===== src/rtl/clause_array_scan.sv =====
// clause_array_scan: clause store plus sequential BCP evaluator, one clause per cycle.
// Optional feature: define CLAUSE_ARRAY_EARLY_EXIT_EN to end the scan at the first conflicting clause.
module clause_array_scan #(
  parameter int NUM_VARS    = 8,
  parameter int NUM_CLAUSES = 8,
  parameter int WIDTH_LVL   = 16,
  parameter int WIDTH_C_LEN = 4,
  parameter int CID_W       = (NUM_CLAUSES > 1) ? $clog2(NUM_CLAUSES) : 1,
  parameter int VID_W       = (NUM_VARS > 1) ? $clog2(NUM_VARS) : 1
) (
  input  logic                            clk,
  input  logic                            rst,
  input  logic [NUM_VARS*3-1:0]           var_value_i,
  input  logic [NUM_VARS*WIDTH_LVL-1:0]   var_lvl_i,
  input  logic [NUM_CLAUSES-1:0]          wr_i,
  input  logic [NUM_CLAUSES-1:0]          rd_i,
  input  logic [NUM_VARS*2-1:0]           clause_i,
  input  logic [WIDTH_C_LEN-1:0]          clause_len_i,
  output logic [NUM_VARS*2-1:0]           clause_o,
  output logic [WIDTH_C_LEN*NUM_CLAUSES-1:0] clause_len_o,
  input  logic                            apply_imply_i,
  input  logic                            apply_bkt_i,
  input  logic [WIDTH_LVL-1:0]            bkt_lvl_i,
  output logic                            busy_o,
  output logic                            done_o,
  output logic                            imply_valid_o,
  output logic                            conflict_o,
  output logic [VID_W-1:0]                imply_var_o,
  output logic [1:0]                      imply_value_o,
  output logic [WIDTH_LVL-1:0]            imply_lvl_o,
  output logic [WIDTH_LVL-1:0]            conflict_lvl_o,
  output logic [CID_W-1:0]                imply_cid_o,
  output logic [CID_W-1:0]                conflict_cid_o,
  output logic                            all_c_sat_o
);

  typedef enum logic [1:0] {IDLE, SCAN, DONE} state_e;
  state_e state_q, state_d;

  logic [NUM_VARS*2-1:0]         clause_q     [NUM_CLAUSES];
  logic [WIDTH_C_LEN-1:0]        len_q        [NUM_CLAUSES];
  logic [WIDTH_LVL-1:0]          reason_lvl_q [NUM_CLAUSES];
  logic [NUM_CLAUSES-1:0]        reason_q;

  logic [NUM_VARS*2-1:0]         val_q;
  logic [NUM_VARS*WIDTH_LVL-1:0] lvl_q;
  logic [CID_W-1:0]              idx_q;

  // Running "first found" state across the scan
  logic                 sc_conf_q, sc_unit_q, sc_sat_q;
  logic [CID_W-1:0]     sc_conf_cid_q, sc_unit_cid_q;
  logic [WIDTH_LVL-1:0] sc_conf_lvl_q, sc_unit_lvl_q;
  logic [VID_W-1:0]     sc_unit_var_q;
  logic [1:0]           sc_unit_val_q;

  logic                 res_conf_q, res_valid_q, res_sat_q;
  logic [CID_W-1:0]     res_conf_cid_q, res_imp_cid_q;
  logic [WIDTH_LVL-1:0] res_conf_lvl_q, res_imp_lvl_q;
  logic [VID_W-1:0]     res_imp_var_q;
  logic [1:0]           res_imp_val_q;

  logic [NUM_VARS*2-1:0] cur_lits;
  logic [1:0]            lit_j, val_j;
  logic [WIDTH_LVL-1:0]  lvl_j;
  logic                  cur_empty, cur_sat, cur_has_free, cur_multi_free;
  logic                  cur_unit, cur_conf;
  logic [VID_W-1:0]      cur_free_var;
  logic [1:0]            cur_free_val;
  logic [WIDTH_LVL-1:0]  cur_false_lvl, cur_all_lvl;

  logic                 m_conf, m_unit, m_sat;
  logic [CID_W-1:0]     m_conf_cid, m_unit_cid;
  logic [WIDTH_LVL-1:0] m_conf_lvl, m_unit_lvl;
  logic [VID_W-1:0]     m_unit_var;
  logic [1:0]           m_unit_val;

  logic last_idx, early_hit, scan_exit, start, commit;
  logic [NUM_VARS-1:0] unused_val_bits;

  always_comb begin
    cur_lits       = clause_q[idx_q];
    lit_j          = '0;
    val_j          = '0;
    lvl_j          = '0;
    cur_empty      = 1'b1;
    cur_sat        = 1'b0;
    cur_has_free   = 1'b0;
    cur_multi_free = 1'b0;
    cur_free_var   = '0;
    cur_free_val   = '0;
    cur_false_lvl  = '0;
    cur_all_lvl    = '0;
    for (int unsigned j = 0; j < NUM_VARS; j++) begin
      lit_j = cur_lits[2*j +: 2];
      val_j = val_q[2*j +: 2];
      lvl_j = lvl_q[WIDTH_LVL*j +: WIDTH_LVL];
      if (lit_j == 2'b01 || lit_j == 2'b10) begin
        cur_empty = 1'b0;
        if (lvl_j > cur_all_lvl) cur_all_lvl = lvl_j;
        if (val_j == 2'b00 || val_j == 2'b11) begin
          if (cur_has_free) cur_multi_free = 1'b1;
          cur_has_free = 1'b1;
          cur_free_var = VID_W'(j);
          cur_free_val = lit_j;
        end else if (val_j == lit_j) begin
          cur_sat = 1'b1;
        end else if (lvl_j > cur_false_lvl) begin
          cur_false_lvl = lvl_j;
        end
      end
    end
    cur_unit = !cur_sat && cur_has_free && !cur_multi_free;
    cur_conf = !cur_empty && !cur_sat && !cur_has_free;
  end

  always_comb begin
    m_conf     = sc_conf_q;
    m_conf_cid = sc_conf_cid_q;
    m_conf_lvl = sc_conf_lvl_q;
    m_unit     = sc_unit_q;
    m_unit_cid = sc_unit_cid_q;
    m_unit_lvl = sc_unit_lvl_q;
    m_unit_var = sc_unit_var_q;
    m_unit_val = sc_unit_val_q;
    m_sat      = sc_sat_q & (cur_empty | cur_sat);
    if (!sc_conf_q && cur_conf) begin
      m_conf     = 1'b1;
      m_conf_cid = idx_q;
      m_conf_lvl = cur_all_lvl;
    end
    if (!sc_unit_q && cur_unit) begin
      m_unit     = 1'b1;
      m_unit_cid = idx_q;
      m_unit_lvl = cur_false_lvl;
      m_unit_var = cur_free_var;
      m_unit_val = cur_free_val;
    end
  end

`ifdef CLAUSE_ARRAY_EARLY_EXIT_EN
  assign early_hit = cur_conf;
`else
  assign early_hit = 1'b0;
`endif

  assign last_idx  = (idx_q == CID_W'(NUM_CLAUSES - 1));
  assign scan_exit = (state_q == SCAN) && (last_idx || early_hit);
  assign start     = (state_q == IDLE) && apply_imply_i && !apply_bkt_i;
  assign commit    = scan_exit && !apply_bkt_i;

  always_comb begin
    state_d = state_q;
    unique case (state_q)
      IDLE:    if (apply_imply_i && !apply_bkt_i) state_d = SCAN;
      SCAN: begin
        if (apply_bkt_i)    state_d = IDLE;
        else if (scan_exit) state_d = DONE;
      end
      DONE:    state_d = IDLE;
      default: state_d = IDLE;
    endcase
  end

  always_ff @(posedge clk) begin
    if (!rst) state_q <= IDLE;
    else      state_q <= state_d;
  end

  always_ff @(posedge clk) begin
    if (!rst) begin
      for (int unsigned i = 0; i < NUM_CLAUSES; i++) begin
        clause_q[i]     <= '0;
        len_q[i]        <= '0;
        reason_lvl_q[i] <= '0;
      end
      reason_q       <= '0;
      val_q          <= '0;
      lvl_q          <= '0;
      idx_q          <= '0;
      sc_conf_q      <= 1'b0;
      sc_unit_q      <= 1'b0;
      sc_sat_q       <= 1'b0;
      sc_conf_cid_q  <= '0;
      sc_unit_cid_q  <= '0;
      sc_conf_lvl_q  <= '0;
      sc_unit_lvl_q  <= '0;
      sc_unit_var_q  <= '0;
      sc_unit_val_q  <= '0;
      res_conf_q     <= 1'b0;
      res_valid_q    <= 1'b0;
      res_sat_q      <= 1'b0;
      res_conf_cid_q <= '0;
      res_imp_cid_q  <= '0;
      res_conf_lvl_q <= '0;
      res_imp_lvl_q  <= '0;
      res_imp_var_q  <= '0;
      res_imp_val_q  <= '0;
    end else begin
      if (start) begin
        for (int unsigned j = 0; j < NUM_VARS; j++) val_q[2*j +: 2] <= var_value_i[3*j +: 2];
        lvl_q          <= var_lvl_i;
        idx_q          <= '0;
        sc_conf_q      <= 1'b0;
        sc_unit_q      <= 1'b0;
        sc_sat_q       <= 1'b1;
        sc_conf_cid_q  <= '0;
        sc_unit_cid_q  <= '0;
        sc_conf_lvl_q  <= '0;
        sc_unit_lvl_q  <= '0;
        sc_unit_var_q  <= '0;
        sc_unit_val_q  <= '0;
        res_conf_q     <= 1'b0;
        res_valid_q    <= 1'b0;
        res_sat_q      <= 1'b0;
        res_conf_cid_q <= '0;
        res_imp_cid_q  <= '0;
        res_conf_lvl_q <= '0;
        res_imp_lvl_q  <= '0;
        res_imp_var_q  <= '0;
        res_imp_val_q  <= '0;
      end
      if (state_q == SCAN) begin
        idx_q         <= idx_q + 1'b1;
        sc_conf_q     <= m_conf;
        sc_conf_cid_q <= m_conf_cid;
        sc_conf_lvl_q <= m_conf_lvl;
        sc_unit_q     <= m_unit;
        sc_unit_cid_q <= m_unit_cid;
        sc_unit_lvl_q <= m_unit_lvl;
        sc_unit_var_q <= m_unit_var;
        sc_unit_val_q <= m_unit_val;
        sc_sat_q      <= m_sat;
      end
      // Results are committed on the edge leaving SCAN so they appear together with done_o.
      if (commit) begin
        res_conf_q     <= m_conf;
        res_conf_cid_q <= m_conf_cid;
        res_conf_lvl_q <= m_conf_lvl;
        res_sat_q      <= m_sat;
        if (!m_conf && m_unit) begin
          res_valid_q                <= 1'b1;
          res_imp_cid_q              <= m_unit_cid;
          res_imp_lvl_q              <= m_unit_lvl;
          res_imp_var_q              <= m_unit_var;
          res_imp_val_q              <= m_unit_val;
          reason_q[m_unit_cid]       <= 1'b1;
          reason_lvl_q[m_unit_cid]   <= m_unit_lvl;
        end
      end
      for (int unsigned i = 0; i < NUM_CLAUSES; i++) begin
        if (state_q == IDLE && wr_i[i]) begin
          clause_q[i] <= clause_i;
          len_q[i]    <= clause_len_i;
          reason_q[i] <= 1'b0;
        end
        if (apply_bkt_i && reason_lvl_q[i] > bkt_lvl_i) reason_q[i] <= 1'b0;
      end
    end
  end

  always_comb begin
    clause_o        = '0;
    clause_len_o    = '0;
    unused_val_bits = '0;
    for (int unsigned i = 0; i < NUM_CLAUSES; i++) begin
      if (rd_i[i]) clause_o = clause_o | clause_q[i];
      clause_len_o[WIDTH_C_LEN*i +: WIDTH_C_LEN] = reason_q[i] ? '0 : len_q[i];
    end
    for (int unsigned j = 0; j < NUM_VARS; j++) unused_val_bits[j] = var_value_i[3*j+2];
  end

  assign busy_o         = (state_q != IDLE);
  assign done_o         = (state_q == DONE);
  assign imply_valid_o  = res_valid_q;
  assign conflict_o     = res_conf_q;
  assign imply_var_o    = res_imp_var_q;
  assign imply_value_o  = res_imp_val_q;
  assign imply_lvl_o    = res_imp_lvl_q;
  assign imply_cid_o    = res_imp_cid_q;
  assign conflict_lvl_o = res_conf_lvl_q;
  assign conflict_cid_o = res_conf_cid_q;
  assign all_c_sat_o    = res_sat_q;

endmodule


===== config.mk =====
export PLATFORM = sky130hd
export DESIGN_NAME = clause_array_scan
export DESIGN_NICKNAME = d
export VERILOG_FILES = /design/src/rtl/clause_array_scan.sv
export SDC_FILE = /design/constraint.sdc
export NUM_CORES = 2
export LEC_CHECK = 0
export CAP_MARGIN = 10
export CELL_PAD_IN_SITES_DETAIL_PLACEMENT = 1
export CELL_PAD_IN_SITES_GLOBAL_PLACEMENT = 1
export CORE_ASPECT_RATIO = 0.75
export CORE_MARGIN = 1.5
export CORE_UTILIZATION = 49
export DETAILED_ROUTE_END_ITERATION = 10
export GPL_ROUTABILITY_DRIVEN = 0
export HOLD_SLACK_MARGIN = 0.1
export PLACE_DENSITY = 0.95
export SYNTH_ARGS = -nofsm -noshare
export SYNTH_HDL_FRONTEND = slang
export SYNTH_SLANG_ARGS = --single-unit

===== constraint.sdc =====
create_clock -name clk -period 27.2 [get_ports clk]
set_input_delay 4.08 -clock clk [delete_from_list [all_inputs] [get_ports clk]]
set_output_delay 4.08 -clock clk [all_outputs]
set_load 0.005 [all_outputs]

# Word level (Yosys, flattened, before mapping)
# Memories as Yosys holds them, arrays and structs flattened. A register that Yosys moved wholly into a read port is not among the register bits.
# Index checks and enable logic that the tools add are counted.
[op_classes]
addsub = 1
n_lt_le_gt_ge = 25
eq_ne = 37
mux = 260
bitwise_logic = 27
n_reduce_logical = 76
[op_table]
columns = ["cell", "n"]
rows = [
  ["16-bit two-way mux", 73],
  ["16-bit > comparator", 22],
  ["1-bit two-way mux", 114],
  ["16-bit bitwise OR", 7],
  ["3-bit two-way mux", 30],
  ["4-bit two-way mux", 16],
  ["2-bit two-way mux", 25],
  ["2-bit == test, second input constant", 17],
  ["1-bit logical AND", 29],
  ["3-bit OR reduction", 8],
  ["2-bit by 1-bit == test with 1-bit output, second input constant", 9],
  ["2-bit zero test", 9],
  ["1-bit bitwise OR", 17],
  ["2-bit == test", 8],
  ["16-bit by 1-bit > comparator with 1-bit output, second input constant", 1],
  ["1-bit logical OR", 16],
  ["16-bit OR reduction", 1],
  ["1-bit zero test", 8],
  ["8-bit bitwise OR", 1],
  ["2-bit nonzero test", 3],
  ["3-bit by 4-bit less-than comparator with 1-bit output, second input constant", 1],
  ["2-bit one-hot mux with 2 select lines", 1],
  ["2-bit AND reduction", 2],
  ["3-bit by 1-bit adder with 3-bit output, second input constant", 1],
  ["7 further kinds", 7],
]
[totals]
ff_bits = 249
ramBits = 288
inputBits = 208
word_cells = 459
memories = 3
[mem_list]
columns = ["memory", "words", "width", "read_ports", "rd_clocked_by_memory_dff", "wr", "line", "source"]
rows = [
  ["clause_q", 8, 16, 9, 1, 8, "40", "logic [NUM_VARS*2-1:0] clause_q [NUM_CLAUSES];"],
  ["reason_lvl_q", 8, 16, 8, 0, 8, "42", "logic [WIDTH_LVL-1:0] reason_lvl_q [NUM_CLAUSES];"],
  ["len_q", 8, 4, 8, 0, 8, "41", "logic [WIDTH_C_LEN-1:0] len_q [NUM_CLAUSES];"],
]

# Logic depth before layout (Yosys ltp)
[depth]
word_depth = 43
mapped_depth = 85

# Worst setup path before layout
# No wires, ideal clock.
[synth_path]
kind = "register -> register"
startpoint = "reg (tool-made name)"
endpoint = "mem reason_lvl_q[4][10] (data pin)"
arrival_ps = 17429
required_ps = 27066
path_slack_ps = 9637
stages_incl_launch_ff = 80
path_buffers = 21
synth_period_minus_slack_ps = 17563
path_cell_list = "dfxtp_1 buf_4 buf_2 clkbuf_1 buf_1 mux2i_1 o22ai_1 clkbuf_1 buf_1 nand2_1 ha_1 nand4_1 or4_1 clkbuf_1 or3b_2 clkbuf_1 clkbuf_1 clkbuf_1 [44 not listed] a21oi_1 o221ai_1 clkbuf_1 clkbuf_1 mux2_2 ha_1 a21o_1 a21o_1 a21oi_1 nor2_1 a211oi_1 a211o_1 and3_1 clkbuf_1 clkbuf_1 nand2_1 o211ai_1 and3_1"
[synth_lines]
columns = ["element", "line"]
rows = [
  ["to (decl)", "42"],
]

==> out/results.ini <==
[synthesis]
synth_area_per_cell_um2=9.02
syn_area_um2=36700
yosys.area.top_type=edfxtp_1
ys_async_sr_fraction_pct=0
synth_compound_area_share_pct=21.0
synth_mux_area_share_pct=4.25
post-synth-top-count-cell=nand2_1
synth.area.top_cells=edfxtp_1, dfxtp_1, ha_1, nand2_1, a21oi_1
synthFlopType=edfxtp_1
synth_edf_count=288
synth_xor_area_share_pct=1.41
ys_seq_elements=540
synth.distinct_cells=82
ys_top_cells_by_count=nand2_1, ha_1, a21oi_1, edfxtp_1, nor2_1
mappedNetlistNets=4627
synth_top_family_by_area=compound AO/OA/AOI/OAI gates
synth_fa_ha_area_share_pct=12.1
synth_top_area_share_pct=23.6
synthSimpleGateAreaFrac_pct=19.7
synthCells=4065
yosysWarnings=0
yosysSeqAreaShare_pct=37.3

[cts]
cts_setup_buffers=0
clkTransAtPathRegs_ns=0.07
cts_buffer_depth=3
insertion_delay_ns=0.68
clockRootBuffer=clkbuf_16
cts.sinks=540
tritoncts=built
cts_hold_buf=0
cts_resized=0
cts.htree.levels=2
cts_buffers=57

[routing]
dr_total_vias=35900
dr.first_iter.drc_count=4536
wl_per_cell_um=28.3
via_per_inst=6.84
drc_errors=0
drtAntennaViolNets=0
drt-total-wl_mm=149
dr.pass1.iters=5

[layout]
nets=4791
fill_cells=8399
area_delta_synth_final_pct=15.7
drive_above_1_share_pct=6.99
final_util_pct=57.5
finalNonFillerCells=5245
n_antenna_cell=0

[timing]
setup_viol=0
tightest_slew_ns=1.41
worst_hold_slack_ns=0.459
setup_ws_ns=5.07
maxSlewHeadroom_pct=3.38
final_max_slew_viol_count=0
finalHoldViolations=0
min_period_over_period_pct=81.4
finalSetupTns_ns=0
rsz0062_at_grt=false
fin_skew_ns=0.0232
max_freq_ghz=0.0452
post-route-min-period_ns=22.13

[floorplan]
die_w_um=319
num_io_pins=304
die_area_um2=76500
coreArea_um2=73800
die_h_um=240
start_util_pct=49.7
rows=86

[worst_setup_path]
endpoint_kind=register
cp_max_fo=56
required_ns=27.74
slowest_delay_ns=0.96
crit_slowest_cell=o221ai_1
arrival_ns=22.67
setup.worst_path.class=reg -> reg
critPathLaunchType=register

[hold_path]
worstHoldPathType=reg -> reg

[global_route]
gr-total-overflow=0
track_usage_pct=38.1
grt_max_degree=92
antenna_found_initial=6
first_global_vias=36500
grt_pass1_wl_mm=224

[place]
post-place-cells=5136
dp_hpwl_mm=107
pre_cts_slack_ns=6.03
place.port_buffers=295

[power_and_ir_drop]
powerDensity_nw_per_um2=64.5
p_leak_nw=17.2
ir_worst_vdd_uv=52.6

[run_status]
status=finished clean

[run]
cap_violations=0

-- path summary, 6_finish.rpt --
| check | depth (start not counted) | to | slack (ns) | start |
|---|---|---|---|---|
| worst min register to register | 1 | sc_unit_lvl_q[11]$_SDFFE_PN0N_ | 0.46 | sc_unit_lvl_q[11]$_SDFFE_PN0N_ |
| worst min-delay path | 1 | sc_unit_lvl_q[11]$_SDFFE_PN0N_ | 0.46 | sc_unit_lvl_q[11]$_SDFFE_PN0N_ |
| worst max-delay path | 71 | reason_lvl_q[5][15]$_SDFFCE_PN0P_ | 5.07 | register |
| worst max register to register | 71 | reason_lvl_q[5][15]$_SDFFCE_PN0P_ | 5.07 | register |
-- area by class of cell --
class,instances,area (um^2),share of cell area (%)
Clock inverter,27,295,0.696
Inverter,141,532,1.25
Timing Repair Buffer,363,3480,8.20
Sequential cell,540,13700,32.3
Tap cell,968,1210,2.85
Clock buffer,80,1730,4.08
Multi-Input combinational cell,3126,21500,50.7
-- cells in the final DEF (no fill, tap or decap), types with 18 or more instances in the layout --
| master | instances |
|---|---|
| a41o_1 | 20 |
| nor2_1 | 262 |
| a31oi_1 | 39 |
| a22oi_1 | 68 |
| a21o_1 | 77 |
| mux2_2 | 21 |
| xnor2_1 | 48 |
| nand2b_1 | 72 |
| a32o_1 | 19 |
| nor2b_1 | 129 |
| o211a_1 | 22 |
| or2_2 | 32 |
| o2111ai_1 | 21 |
| dfxtp_1 | 250 |
| nand4_1 | 82 |
| ha_1 | 354 |
| a211oi_1 | 19 |
| o311ai_0 | 19 |
| nand3_1 | 92 |
| nand2_1 | 530 |
| inv_1 | 139 |
| and3_1 | 149 |
| o211ai_1 | 85 |
| mux4_2 | 41 |
| nand3b_1 | 18 |
| a21oi_1 | 313 |
| buf_4 | 68 |
| clkdlybuf4s50_1 | 294 |
| o21ai_0 | 168 |
| nor3_1 | 40 |
| a311oi_1 | 31 |
| clkbuf_16 | 63 |
| o221ai_1 | 18 |
| edfxtp_1 | 288 |
| o21a_1 | 85 |
| mux2i_1 | 39 |
-- worst max-delay path, delay by kind of cell (launching register included) --
kind	cells	cell delay, ns
AND/OR/NAND/NOR	17	5.39
AO/OA/AOI/OAI	33	9.45
flip-flops	1	0.31
adder cells (fa/ha/maj)	7	1.90
buffers and inverters	10	3.08
multiplexers	4	1.72
-- per-stage QoR --
stage | power (mW) | cell area (um^2)
floorplan | 1.50 | 36700
global placement | 1.78 | 40400
detailed placement | 1.83 | 40400
CTS | 2.70 | 42400
global route | 2.83 | 42500
finish | 2.74 | 42500
-- cells by family after synthesis --
kind of cell | after synthesis
mux | 102
simple gates | 1476
xor+xnor | 59
buf+inv | 399
compound gates | 1134
flops | 540
fa+ha+maj | 355
-- sequential cells by signal, indices dropped and copies added, names as in the netlist, 8 cells and up, named ones only --
| name | cells |
|---|---|
| conflict_lvl_o | 16 |
| reason_lvl_q | 128 |
| len_q | 32 |
| val_q | 16 |
| lvl_q | 128 |
| sc_unit_lvl_q | 16 |
| imply_lvl_o | 16 |
| sc_conf_lvl_q | 16 |
| reason_q | 8 |
| clause_q | 128 |
-- metal layers --
metal / share of wire (%) / up-vias / track usage [%]
met3: 12 / 475 / 10.1
met1: 40 / 17700 / 49.9
li1: - / 15500 / -
met5: 0.042 / - / 0
met4: 4.3 / 10 / 16.9
met2: 44 / 2169 / 59.2
-- power by group --
part,switching (mW),leakage [nW],internal (mW)
sequential,0.0507,5.11,0.898
clock,0.372,1.00,0.492
combinational,0.603,11.1,0.322
No activity file was read; power rests on OpenSTA's default activity.
